$ cat src/rtl/bist_loopback_ctrl.sv
// Loopback BIST controller: sends a pattern sequence to the transmitter and checks the looped-back data.
// It reports sticky error flags, a saturating mismatch count and the index of the first failing pattern.
module bist_loopback_ctrl #(
  parameter int DATA_WIDTH = 8,
  parameter int NUM_PATTERNS = 16,
  parameter int TIMEOUT_CYCLES = 64,
  parameter int ERR_CNT_WIDTH = 4,
  parameter logic [DATA_WIDTH-1:0] LFSR_TAPS = 8'hB8,
  parameter logic [DATA_WIDTH-1:0] SEED = 8'h01,
  localparam int IDX_W = (NUM_PATTERNS > 1) ? $clog2(NUM_PATTERNS) : 1
) (
  input  logic                     ClK,
  input  logic                     Clear_n,
  input  logic                     BIST_Start,
  input  logic                     BIST_Abort,
  input  logic [1:0]               Mode,
  input  logic                     Stop_On_Fail,
  input  logic                     Data_Rdy,
  input  logic [DATA_WIDTH-1:0]    Rx_Data,
  output logic                     BIST_Mode,
  output logic [DATA_WIDTH-1:0]    Tx_Data,
  output logic                     Transmit_Start,
  output logic                     BIST_Busy,
  output logic                     BIST_Done,
  output logic [2:0]               BIST_Error,
  output logic [ERR_CNT_WIDTH-1:0] Err_Count,
  output logic [IDX_W-1:0]         Fail_Index
);

  localparam int TO_W = $clog2(TIMEOUT_CYCLES);
  localparam logic [TO_W-1:0] TO_LAST = TO_W'(TIMEOUT_CYCLES - 1);
  localparam logic [IDX_W-1:0] IDX_LAST = IDX_W'(NUM_PATTERNS - 1);
  localparam logic [ERR_CNT_WIDTH-1:0] CNT_MAX = {ERR_CNT_WIDTH{1'b1}};
  localparam logic [DATA_WIDTH-1:0] ONE = DATA_WIDTH'(1);

  typedef enum logic [2:0] {
    S_IDLE  = 3'd0,
    S_SEND  = 3'd1,
    S_WAIT  = 3'd2,
    S_CHECK = 3'd3,
    S_DONE  = 3'd4
  } state_t;

  function automatic logic [DATA_WIDTH-1:0] alt_even_f();
    logic [DATA_WIDTH-1:0] p;
    p = '0;
    for (int i = 0; i < DATA_WIDTH; i++) p[i] = (i % 2 == 0);
    return p;
  endfunction

  localparam logic [DATA_WIDTH-1:0] ALT_EVEN = alt_even_f();

  function automatic logic [DATA_WIDTH-1:0] first_pattern_f(input logic [1:0] m);
    logic [DATA_WIDTH-1:0] r;
    case (m)
      2'b00:   r = SEED;
      2'b01:   r = ONE;
      2'b10:   r = (SEED == '0) ? ONE : SEED;  // an all-zero LFSR would lock up
      2'b11:   r = ALT_EVEN;
      default: r = SEED;
    endcase
    return r;
  endfunction

  // Each pattern is derived from the previous one, so no per-index arithmetic is needed.
  function automatic logic [DATA_WIDTH-1:0] next_pattern_f(input logic [1:0] m,
                                                           input logic [DATA_WIDTH-1:0] cur);
    logic [DATA_WIDTH-1:0] r;
    case (m)
      2'b00:   r = cur + ONE;
      2'b01:   r = {cur[DATA_WIDTH-2:0], cur[DATA_WIDTH-1]};
      2'b10:   r = cur[0] ? ({1'b0, cur[DATA_WIDTH-1:1]} ^ LFSR_TAPS) : {1'b0, cur[DATA_WIDTH-1:1]};
      2'b11:   r = ~cur;
      default: r = cur;
    endcase
    return r;
  endfunction

  state_t                     state_r, next_state_s;
  logic [1:0]                 mode_r;
  logic                       sof_r;
  logic [IDX_W-1:0]           idx_r;
  logic [TO_W-1:0]            to_cnt_r;
  logic [DATA_WIDTH-1:0]      rx_r;
  logic [DATA_WIDTH-1:0]      tx_data_r;
  logic [2:0]                 err_r;
  logic [ERR_CNT_WIDTH-1:0]   err_cnt_r;
  logic [IDX_W-1:0]           fail_idx_r;
  logic                       busy_r, tx_start_r, done_r;
  logic                       abort_s, timeout_s, mismatch_s;
  logic                       busy_nxt_s, tx_start_nxt_s, done_nxt_s;

  assign abort_s    = BIST_Abort && (state_r == S_SEND || state_r == S_WAIT || state_r == S_CHECK);
  assign timeout_s  = (state_r == S_WAIT) && !Data_Rdy && (to_cnt_r == TO_LAST);
  assign mismatch_s = (rx_r != tx_data_r);

  // State register
  always_ff @(posedge ClK or negedge Clear_n) begin
    if (!Clear_n) state_r <= S_IDLE;
    else          state_r <= next_state_s;
  end

  // Next-state logic; abort outranks data arrival, timeout and the compare result
  always_comb begin
    next_state_s = state_r;
    case (state_r)
      S_IDLE: begin
        if (BIST_Start) next_state_s = S_SEND;
        else            next_state_s = S_IDLE;
      end
      S_SEND: begin
        if (abort_s) next_state_s = S_DONE;
        else         next_state_s = S_WAIT;
      end
      S_WAIT: begin
        if (abort_s)        next_state_s = S_DONE;
        else if (Data_Rdy)  next_state_s = S_CHECK;
        else if (timeout_s) next_state_s = S_DONE;
        else                next_state_s = S_WAIT;
      end
      S_CHECK: begin
        if (abort_s)                  next_state_s = S_DONE;
        else if (mismatch_s && sof_r) next_state_s = S_DONE;
        else if (idx_r == IDX_LAST)   next_state_s = S_DONE;
        else                          next_state_s = S_SEND;
      end
      S_DONE:  next_state_s = S_IDLE;
      default: next_state_s = S_IDLE;
    endcase
  end

  // Output decode from the next state, so the registered outputs line up with the state
  always_comb begin
    busy_nxt_s     = (next_state_s == S_SEND) || (next_state_s == S_WAIT) || (next_state_s == S_CHECK);
    tx_start_nxt_s = (next_state_s == S_SEND);
    done_nxt_s     = (next_state_s == S_DONE);
  end

  // Registered control outputs
  always_ff @(posedge ClK or negedge Clear_n) begin
    if (!Clear_n) begin
      busy_r     <= 1'b0;
      tx_start_r <= 1'b0;
      done_r     <= 1'b0;
    end else begin
      busy_r     <= busy_nxt_s;
      tx_start_r <= tx_start_nxt_s;
      done_r     <= done_nxt_s;
    end
  end

  // Datapath: run setup, timeout counting, capture, compare and pattern stepping
  always_ff @(posedge ClK or negedge Clear_n) begin
    if (!Clear_n) begin
      mode_r     <= 2'b00;
      sof_r      <= 1'b0;
      idx_r      <= '0;
      to_cnt_r   <= '0;
      rx_r       <= '0;
      tx_data_r  <= '0;
      err_r      <= 3'b000;
      err_cnt_r  <= '0;
      fail_idx_r <= '0;
    end else begin
      if (abort_s) err_r[2] <= 1'b1;
      case (state_r)
        S_IDLE: begin
          if (BIST_Start) begin
            mode_r     <= Mode;
            sof_r      <= Stop_On_Fail;
            idx_r      <= '0;
            err_r      <= 3'b000;
            err_cnt_r  <= '0;
            fail_idx_r <= '0;
            tx_data_r  <= first_pattern_f(Mode);
          end
        end
        S_SEND: to_cnt_r <= '0;
        S_WAIT: begin
          to_cnt_r <= to_cnt_r + TO_W'(1);
          if (Data_Rdy) rx_r <= Rx_Data;
          if (timeout_s && !abort_s) err_r[1] <= 1'b1;
        end
        S_CHECK: begin
          if (!abort_s) begin
            if (mismatch_s) begin
              err_r[0] <= 1'b1;
              if (err_cnt_r != CNT_MAX) err_cnt_r <= err_cnt_r + ERR_CNT_WIDTH'(1);
              if (!err_r[0]) fail_idx_r <= idx_r;
            end
            if (next_state_s == S_SEND) begin
              idx_r     <= idx_r + IDX_W'(1);
              tx_data_r <= next_pattern_f(mode_r, tx_data_r);
            end
          end
        end
        default: ;
      endcase
    end
  end

  assign BIST_Mode      = busy_r;
  assign BIST_Busy      = busy_r;
  assign Transmit_Start = tx_start_r;
  assign BIST_Done      = done_r;
  assign Tx_Data        = tx_data_r;
  assign BIST_Error     = err_r;
  assign Err_Count      = err_cnt_r;
  assign Fail_Index     = fail_idx_r;

endmodule

$ cat config.mk
export PLATFORM = sky130hd
export DESIGN_NAME = bist_loopback_ctrl
export DESIGN_NICKNAME = d
export VERILOG_FILES = /design/src/rtl/bist_loopback_ctrl.sv
export SDC_FILE = /design/constraint.sdc
export NUM_CORES = 1
export LEC_CHECK = 0
export BUFFER_PORTS_ARGS = -buffer_cell sky130_fd_sc_hd__buf_2
export CORE_UTILIZATION = 30
export CTS_CLUSTER_SIZE = 20
export DETAILED_ROUTE_END_ITERATION = 12
export HOLD_SLACK_MARGIN = 0.06
export PLACE_DENSITY = 0.52
export SYNTH_ARGS = -nofsm -noshare
export SYNTH_HDL_FRONTEND = slang
export SYNTH_SLANG_ARGS = --single-unit
export TNS_END_PERCENT = 30
$ cat constraint.sdc
create_clock -name ClK -period 5.6 [get_ports ClK]
set_clock_uncertainty 0.1 [all_clocks]
set_input_delay 1.12 -clock ClK [delete_from_list [all_inputs] [get_ports ClK]]
set_output_delay 1.12 -clock ClK [all_outputs]
set_load 0.03 [all_outputs]
==> results of run 1 <==
-- state kept, by name (all words and copies together), names as in the netlist, 2 cells and up --
register	count
rx_r	8
state_r	3
idx_r	4
mode_r	2
Err_Count	4
Fail_Index	4
BIST_Error	3
Tx_Data	8
to_cnt_r	6
-- layer usage --
layer / share of wire [%] / wire length [µm]
met4: 1.4 / 86
met2: 46 / 2740
met5: 0 / 0
met3: 5.0 / 299
met1: 48 / 2850
-- cell families (layout without fill, tap and decap cells) --
group,count (synthesis),in the layout
XOR/XNOR,13,13
AO/OA/AOI/OAI,72,72
multiplexers,17,17
buffers and inverters,24,52
flip-flops,46,46
AND/OR/NAND/NOR,92,92
adder cells (fa/ha/maj),4,4
-- through the flow --
| stage | cell area [µm²] | hold slack (ps) |
|---|---|---|
| 2_1_floorplan | 2590 | 364 |
| 3_3_place_gp | 2810 | 392 |
| 3_5_place_dp | 2810 | 381 |
| 4_1_cts | 2880 | 402 |
| 5_1_grt | 2880 | 424 |
| 6_report | 2880 | 395 |
-- worst max-delay path, stage by stage --
cell and delay, ps:
buf_2 90, nor4b_2 600, a21o_1 250, nor2b_1 460
mux2i_1 230
-- placed cells by master, fill, tap and decap left out, types with 2 or more instances in the layout --
| cell type | count |
|---|---|
| a21boi_0 | 2 |
| a21o_1 | 3 |
| a21oi_1 | 18 |
| a21oi_2 | 2 |
| a22o_1 | 2 |
| a31oi_1 | 6 |
| and2_1 | 2 |
| and3_1 | 3 |
| buf_2 | 38 |
| clkbuf_1 | 2 |
| clkbuf_8 | 5 |
| dfrtp_1 | 46 |
| ha_1 | 4 |
| inv_1 | 7 |
| mux2_2 | 9 |
| mux2i_1 | 6 |
| mux4_2 | 2 |
| nand2_1 | 36 |
| nand2b_1 | 7 |
| nand3_1 | 11 |
| nand3b_1 | 2 |
| nand4_1 | 2 |
| nor2_1 | 12 |
| nor2b_1 | 3 |
| nor3_1 | 6 |
| nor4_2 | 2 |
| o21ai_0 | 18 |
| o21ai_1 | 3 |
| o221ai_1 | 4 |
| o31ai_1 | 2 |
| xor2_1 | 12 |
-- worst min path at each step --
stage,from,end,slack [ps]
finish,BIST_Error[1],BIST_Error[1],390
global route,BIST_Error[1],BIST_Error[1],420
CTS,BIST_Error[1],BIST_Error[1],400
detailed placement,BIST_Error[1],BIST_Error[1],380
global placement,sof_r,sof_r,390
floorplan,to_cnt_r[3],to_cnt_r[3],360
-- layout make-up --
type                            count  area (µm²)  share of cell area [%]
Inverter                            7        26.3                   0.911
Sequential cell                    46        1150                    39.9
Timing Repair Buffer               38         190                    6.59
Multi-Input combinational cell    198        1310                    45.4
Clock buffer                        7        76.3                    2.65
Tap cell                          105         131                    4.56
-- power by group through the flow --
stage / clock [mW] / combinational (mW) / sequential [mW]
global route: 0.218 / 0.696 / 0.618
floorplan: 0 / 0.520 / 0.585
global placement: 0 / 0.623 / 0.599
finish: 0.196 / 0.631 / 0.595
detailed placement: 0 / 0.632 / 0.600
CTS: 0.202 / 0.634 / 0.593
==> results.yml, run 1 <==
pwr:
  clkPwrFrac_pct: 13.8
  p_leak_nw: 1.28
  p_seq_share_pct: 41.9
  p_int_mw: 0.765
  peakVddDrop_mv: 0.111
  p_total_mw: 1.42
  power_density_mw_per_mm2: 493
  comb_power_share_pct: 44.4
  swShare_pct: 46.2
  p_sw_mw: 0.656
clock_tree:
  cts_buffer_depth: 2
  cts_resized: 0
  cts_root_buf: "clkbuf_8"
  cts_hold_buf: 0
  htree_levels: 2
  clk-insertion-delay-late_ps: 300
  cts_buffers: 5
  post-cts-setup-buffers: 0
  cts_sinks: 46
  clk_pin_slew_ps: 80
  cts_tree: "built"
layout:
  diodes: 0
  layout.nets: 316
  area_growth_pct: 11.2
  drive_gt1_share_pct: 22.0
  utilization_pct: 34.8
  nFillCells: 847
  stdcell_count: 401
global_routing:
  antenna_found_initial: 0
  grt_overflow: 0
  gr-usage-all-layers_pct: 14.0
  grt_start_max_net_pins: 47
  gr-usage-met2_pct: 20.7
  grtUsageMet3_pct: 3.22
  top_usage_layer: "met2"
  met1_usage_pct: 20.1
  grt_pass1_vias: 1914
  grt_first_pass_wirelength_mm: 9.69
sta:
  min_period_over_period_pct: 46.9
  hold_violations: 0
  relSlewSlack_pct: 31.2
  rsz0062_at_grt: "false"
  worst_slew_pin_slew_ps: 1030
  final.setup.worst_slack_ps: 2970
  max_freq_ghz: 0.380
  setup_viol_count_final: 0
  finalSetupTns_ps: 0
  period_needed_ps: 2630
  slew_violations: 0
synthesis:
  synth_top_cells_by_count: "46 x dfrtp_1, 36 x nand2_1, 18 x a21oi_1, 18 x o21ai_0"
  synth_fa_ha_area_share_pct: 1.93
  muxShareOfSynthArea_pct: 7.96
  synthArstFlopShare_pct: 100
  synth_top_family_by_area: "compound AO/OA/AOI/OAI gates"
  synth_simple_gate_area_share_pct: 17.9
  synth_edf_count: 0
  synth_compound_area_share_pct: 18.2
  synth_cell_types: 51
  netlist_area_mm2: 0.00259
  syn_inst: 268
  yosysTopAreaCell: "dfrtp_1"
  synthTopCellsByArea: "dfrtp_1 44%, nand2_1 5.2%, xor2_1 4.1%, mux2_2 3.9%, a21oi_1 3.5%"
  synthXorXnorAreaFrac_pct: 4.39
  ys.warnings.count: 0
  synth_flop_cell: "dfrtp_1"
  yosysTopAreaCellShare_pct: 44.4
  synth_seq_area_share_pct: 44.4
  synth.most_common_cell: "dfrtp_1"
  synth_nets: 288
  synth.avg_cell_area_um2: 9.68
  ys_seq_elements: 46
critical_path:
  crit_end: "Fail_Index[0]"
  worstPathArrival_ps: 2750
  reg2reg_to: "Tx_Data[2]"
  path_max_fanout: 9
  crit_required_ps: 5720
  critical_path.startpoint: "BIST_Start"
  ff2ff_path_depth: 6
  reg2reg_from: "Tx_Data[0]"
  r2r_slack_ps: 2980
  cp-end-kind: "flop"
  start_kind: "input pin"
  worstSetupPathType: "in -> reg"
die:
  die_y_um: 95.0
  ios: 39
  rows: 33
  dieWidth_um: 95.0
  initial_utilization_pct: 31.3
  core_area_mm2: 0.00830
  dieArea_mm2: 0.00902
detailed_routing:
  vias_per_cell: 5.15
  first_iter_violations: 168
  antenna_left: 0
  wl_mm: 5.98
  vias: 2067
  drc: 0
  wl_per_cell_um: 14.9
  drtPass1Iterations: 4
placed_design:
  io_buffers: 38
  dp_cells: 394
  hpwl_mm: 4.20
  place.gp.congestion: 0.845
  dp_slack_ps: 2630
run:
  cap_violations: 0
hold_path:
  hold_depth: 1
  min_path_type: "reg -> reg"
outcome:
  status: "finished clean"
Note: power is estimated with default switching activity, not from simulation.
==> run 2: changes to the inputs <==
--- a/config.mk
+++ b/config.mk
@@ -5,6 +5,7 @@
 export SDC_FILE = /design/constraint.sdc
 export NUM_CORES = 1
 export LEC_CHECK = 0
+export ABC_AREA = 1
 export BUFFER_PORTS_ARGS = -buffer_cell sky130_fd_sc_hd__buf_2
 export CORE_UTILIZATION = 30
 export CTS_CLUSTER_SIZE = 20
==> constraint.sdc (replaced) <==
create_clock -name ClK -period 2.45 [get_ports ClK]
set_clock_uncertainty 0.1 [all_clocks]
set_input_delay 0.49 -clock ClK [delete_from_list [all_inputs] [get_ports ClK]]
set_output_delay 0.49 -clock ClK [all_outputs]
set_load 0.03 [all_outputs]
==> results.yml, run 2 <==
pwr:
  peakVddDrop_mv: 0.474
  p_leak_nw: 1.54
  p_total_mw: 3.28
  power_density_mw_per_mm2: 1090
global_routing:
  gr-usage-all-layers_pct: 16.0
  grt_first_pass_wirelength_mm: 11.1
  grt_overflow: 0
  antenna_found_initial: 0
  grt_start_max_net_pins: 26
  grt_pass1_vias: 2323
placed_design:
  hpwl_mm: 5.00
  dp_cells: 488
  place.gp.congestion: 0.930
  io_buffers: 38
synthesis:
  synth_cell_types: 33
  synth.most_common_cell: "nand2_1"
  yosysTopAreaCellShare_pct: 44.4
  synth_seq_area_share_pct: 44.4
  ys_seq_elements: 46
  synthTopCellsByArea: "dfrtp_1 44%, nand2_1 17%, nand3_1 6.2%, o21ai_0 6.2%, inv_1 4.2%"
  synth_edf_count: 0
  synth.avg_cell_area_um2: 7.52
  synth_top_cells_by_count: "120 x nand2_1, 46 x dfrtp_1, 32 x nand3_1, 32 x o21ai_0, 29 x inv_1"
  synthArstFlopShare_pct: 100
  syn_inst: 345
  netlist_area_mm2: 0.00259
  synth_flop_cell: "dfrtp_1"
  ys.warnings.count: 0
  synth_nets: 365
  yosysTopAreaCell: "dfrtp_1"
sta:
  relSlewSlack_pct: 57.9
  worst_slew_pin_slew_ps: 632
  hold_violations: 0
  rsz0062_at_grt: "false"
  finalSetupTns_ps: 0
  setup_viol_count_final: 0
  slew_violations: 0
  min_period_over_period_pct: 82.9
  max_freq_ghz: 0.492
  whs_ps: 102
  period_needed_ps: 2030
hold_path:
  min_path_type: "in -> async"
critical_path:
  max_stage_delay_ps: 480
  cp_common_cell: "nand2_1"
  path_max_fanout: 14
  cp-end-kind: "flop"
  worstPathArrival_ps: 2120
  crit_required_ps: 2540
  crit_chain: "inv_1, nand2_1, nand2_1, nand2_1, nor2_1, nand2_1, nand2_1, nand3_2, nand2_2, nand2_2, nand2_1, nand2_1"
  ff2ff_path_depth: 12
  cpMaxStageDelayCell: "dfrtp_1"
  start_kind: "flop"
  reg2reg_from: "Tx_Data[5]"
  reg2reg_to: "Tx_Data[0]"
  r2r_slack_ps: 420
  worstSetupPathType: "reg -> reg"
clock_tree:
  htree_levels: 2
  clk_pin_slew_ps: 90
  cts_root_buf: "clkbuf_8"
  cts_hold_buf: 0
  post-cts-setup-buffers: 0
  clk-insertion-delay-late_ps: 300
  cts_sinks: 46
  cts_tree: "built"
  cts_buffer_depth: 2
  cts_resized: 0
  cts_buffers: 5
run:
  cap_violations: 0
layout:
  nFillCells: 918
  diodes: 0
  layout.nets: 410
  final_common_cell: "nand2_1"
  area_growth_pct: 16.3
  layout_common_cells: "120 x nand2_1, 46 x dfrtp_1, 38 x buf_2"
  utilization_pct: 36.4
  drive_gt1_share_pct: 19.4
  stdcell_count: 496
die:
  die_y_um: 95.0
  dieWidth_um: 95.0
  ios: 39
  core_area_mm2: 0.00830
  initial_utilization_pct: 31.3
  rows: 33
  dieArea_mm2: 0.00903
detailed_routing:
  vias_per_cell: 4.86
  drtPass1Iterations: 4
  wl_mm: 6.60
  wl_per_cell_um: 13.3
  antenna_left: 0
  drc: 0
  vias: 2410
  first_iter_violations: 166
outcome:
  status: "finished clean"
[run 2: cell count changes after synthesis, sizes merged, moves of 4 or more]
| cell | previous run | this run |
|---|---|---|
| a21oi | 20 | 9 |
| a31oi | 7 | 0 |
| buf | 14 | 8 |
| inv | 7 | 36 |
| mux2 | 9 | 1 |
| mux2i | 6 | 0 |
| nand2 | 38 | 124 |
| nand2b | 7 | 0 |
| nand3 | 11 | 33 |
| nor2 | 12 | 21 |
| nor3 | 6 | 2 |
| o21ai | 21 | 34 |
| xor2 | 12 | 2 |
[run 2: cell families (layout without fill, tap and decap cells)]
| logic type | Yosys count | in the layout | synth area share, % |
|---|---|---|---|
| simple gates | 188 | 188 | 30.8 |
| buf+inv | 45 | 91 | 7.67 |
| xor+xnor | 6 | 6 | 2.03 |
| flops | 46 | 46 | 44.4 |
| compound gates | 55 | 55 | 12.8 |
| fa+ha+maj | 4 | 4 | 1.93 |
| mux | 1 | 1 | 0.434 |
[run 2: report_power, final]
part           total (mW)  internal (mW)  switching, mW
Sequential           1.19          0.981          0.205
Combinational        1.62          0.503           1.12
Clock               0.470          0.202          0.268
[run 2: worst max path at each step]
stage	slack, ps	to	start	depth (start not counted)
5_1_grt	150	idx_r[0]	Tx_Data[5]	12
4_1_cts	400	Tx_Data[0]	to_cnt_r[0]	10
3_3_place_gp	430	idx_r[1]	BIST_Abort	10
2_1_floorplan	600	Tx_Data[0]	Tx_Data[4]	14
6_report	420	Tx_Data[0]	Tx_Data[5]	12
3_5_place_dp	400	Tx_Data[2]	BIST_Abort	10
[run 2: per-stage QoR]
stage,cell area (µm²),worst slack [ps]
after CTS,3020,404
after global routing,3020,148
after detailed placement,2930,400
final,3020,419
after floorplan,2590,602
after global placement,2930,435
[run 2: layout make-up]
type                            count  area [µm²]  area share, %
Inverter                           36         135           4.48
Clock inverter                      2        13.8          0.456
Timing Repair Buffer               47         270           8.95
Clock buffer                        6        72.6           2.40
Sequential cell                    46        1150           38.1
Tap cell                          105         131           4.35
Multi-Input combinational cell    254        1240           41.2
[run 2: per-layer routing]
layer,share of wire [%],global-route usage [%],vias to the layer above
li1,-,-,1213
met1,47,21.9,1114
met2,46,25.8,73
met3,6.1,2.74,10
met4,1.2,4.55,0
met5,0,0,-
[run 2: critical path, delay by kind of cell, from the launching register on]
| family | cells | cell delay (ps) |
|---|---|---|
| flip-flops | 1 | 480 |
| buffers and inverters | 1 | 160 |
| AND/OR/NAND/NOR | 11 | 1170 |
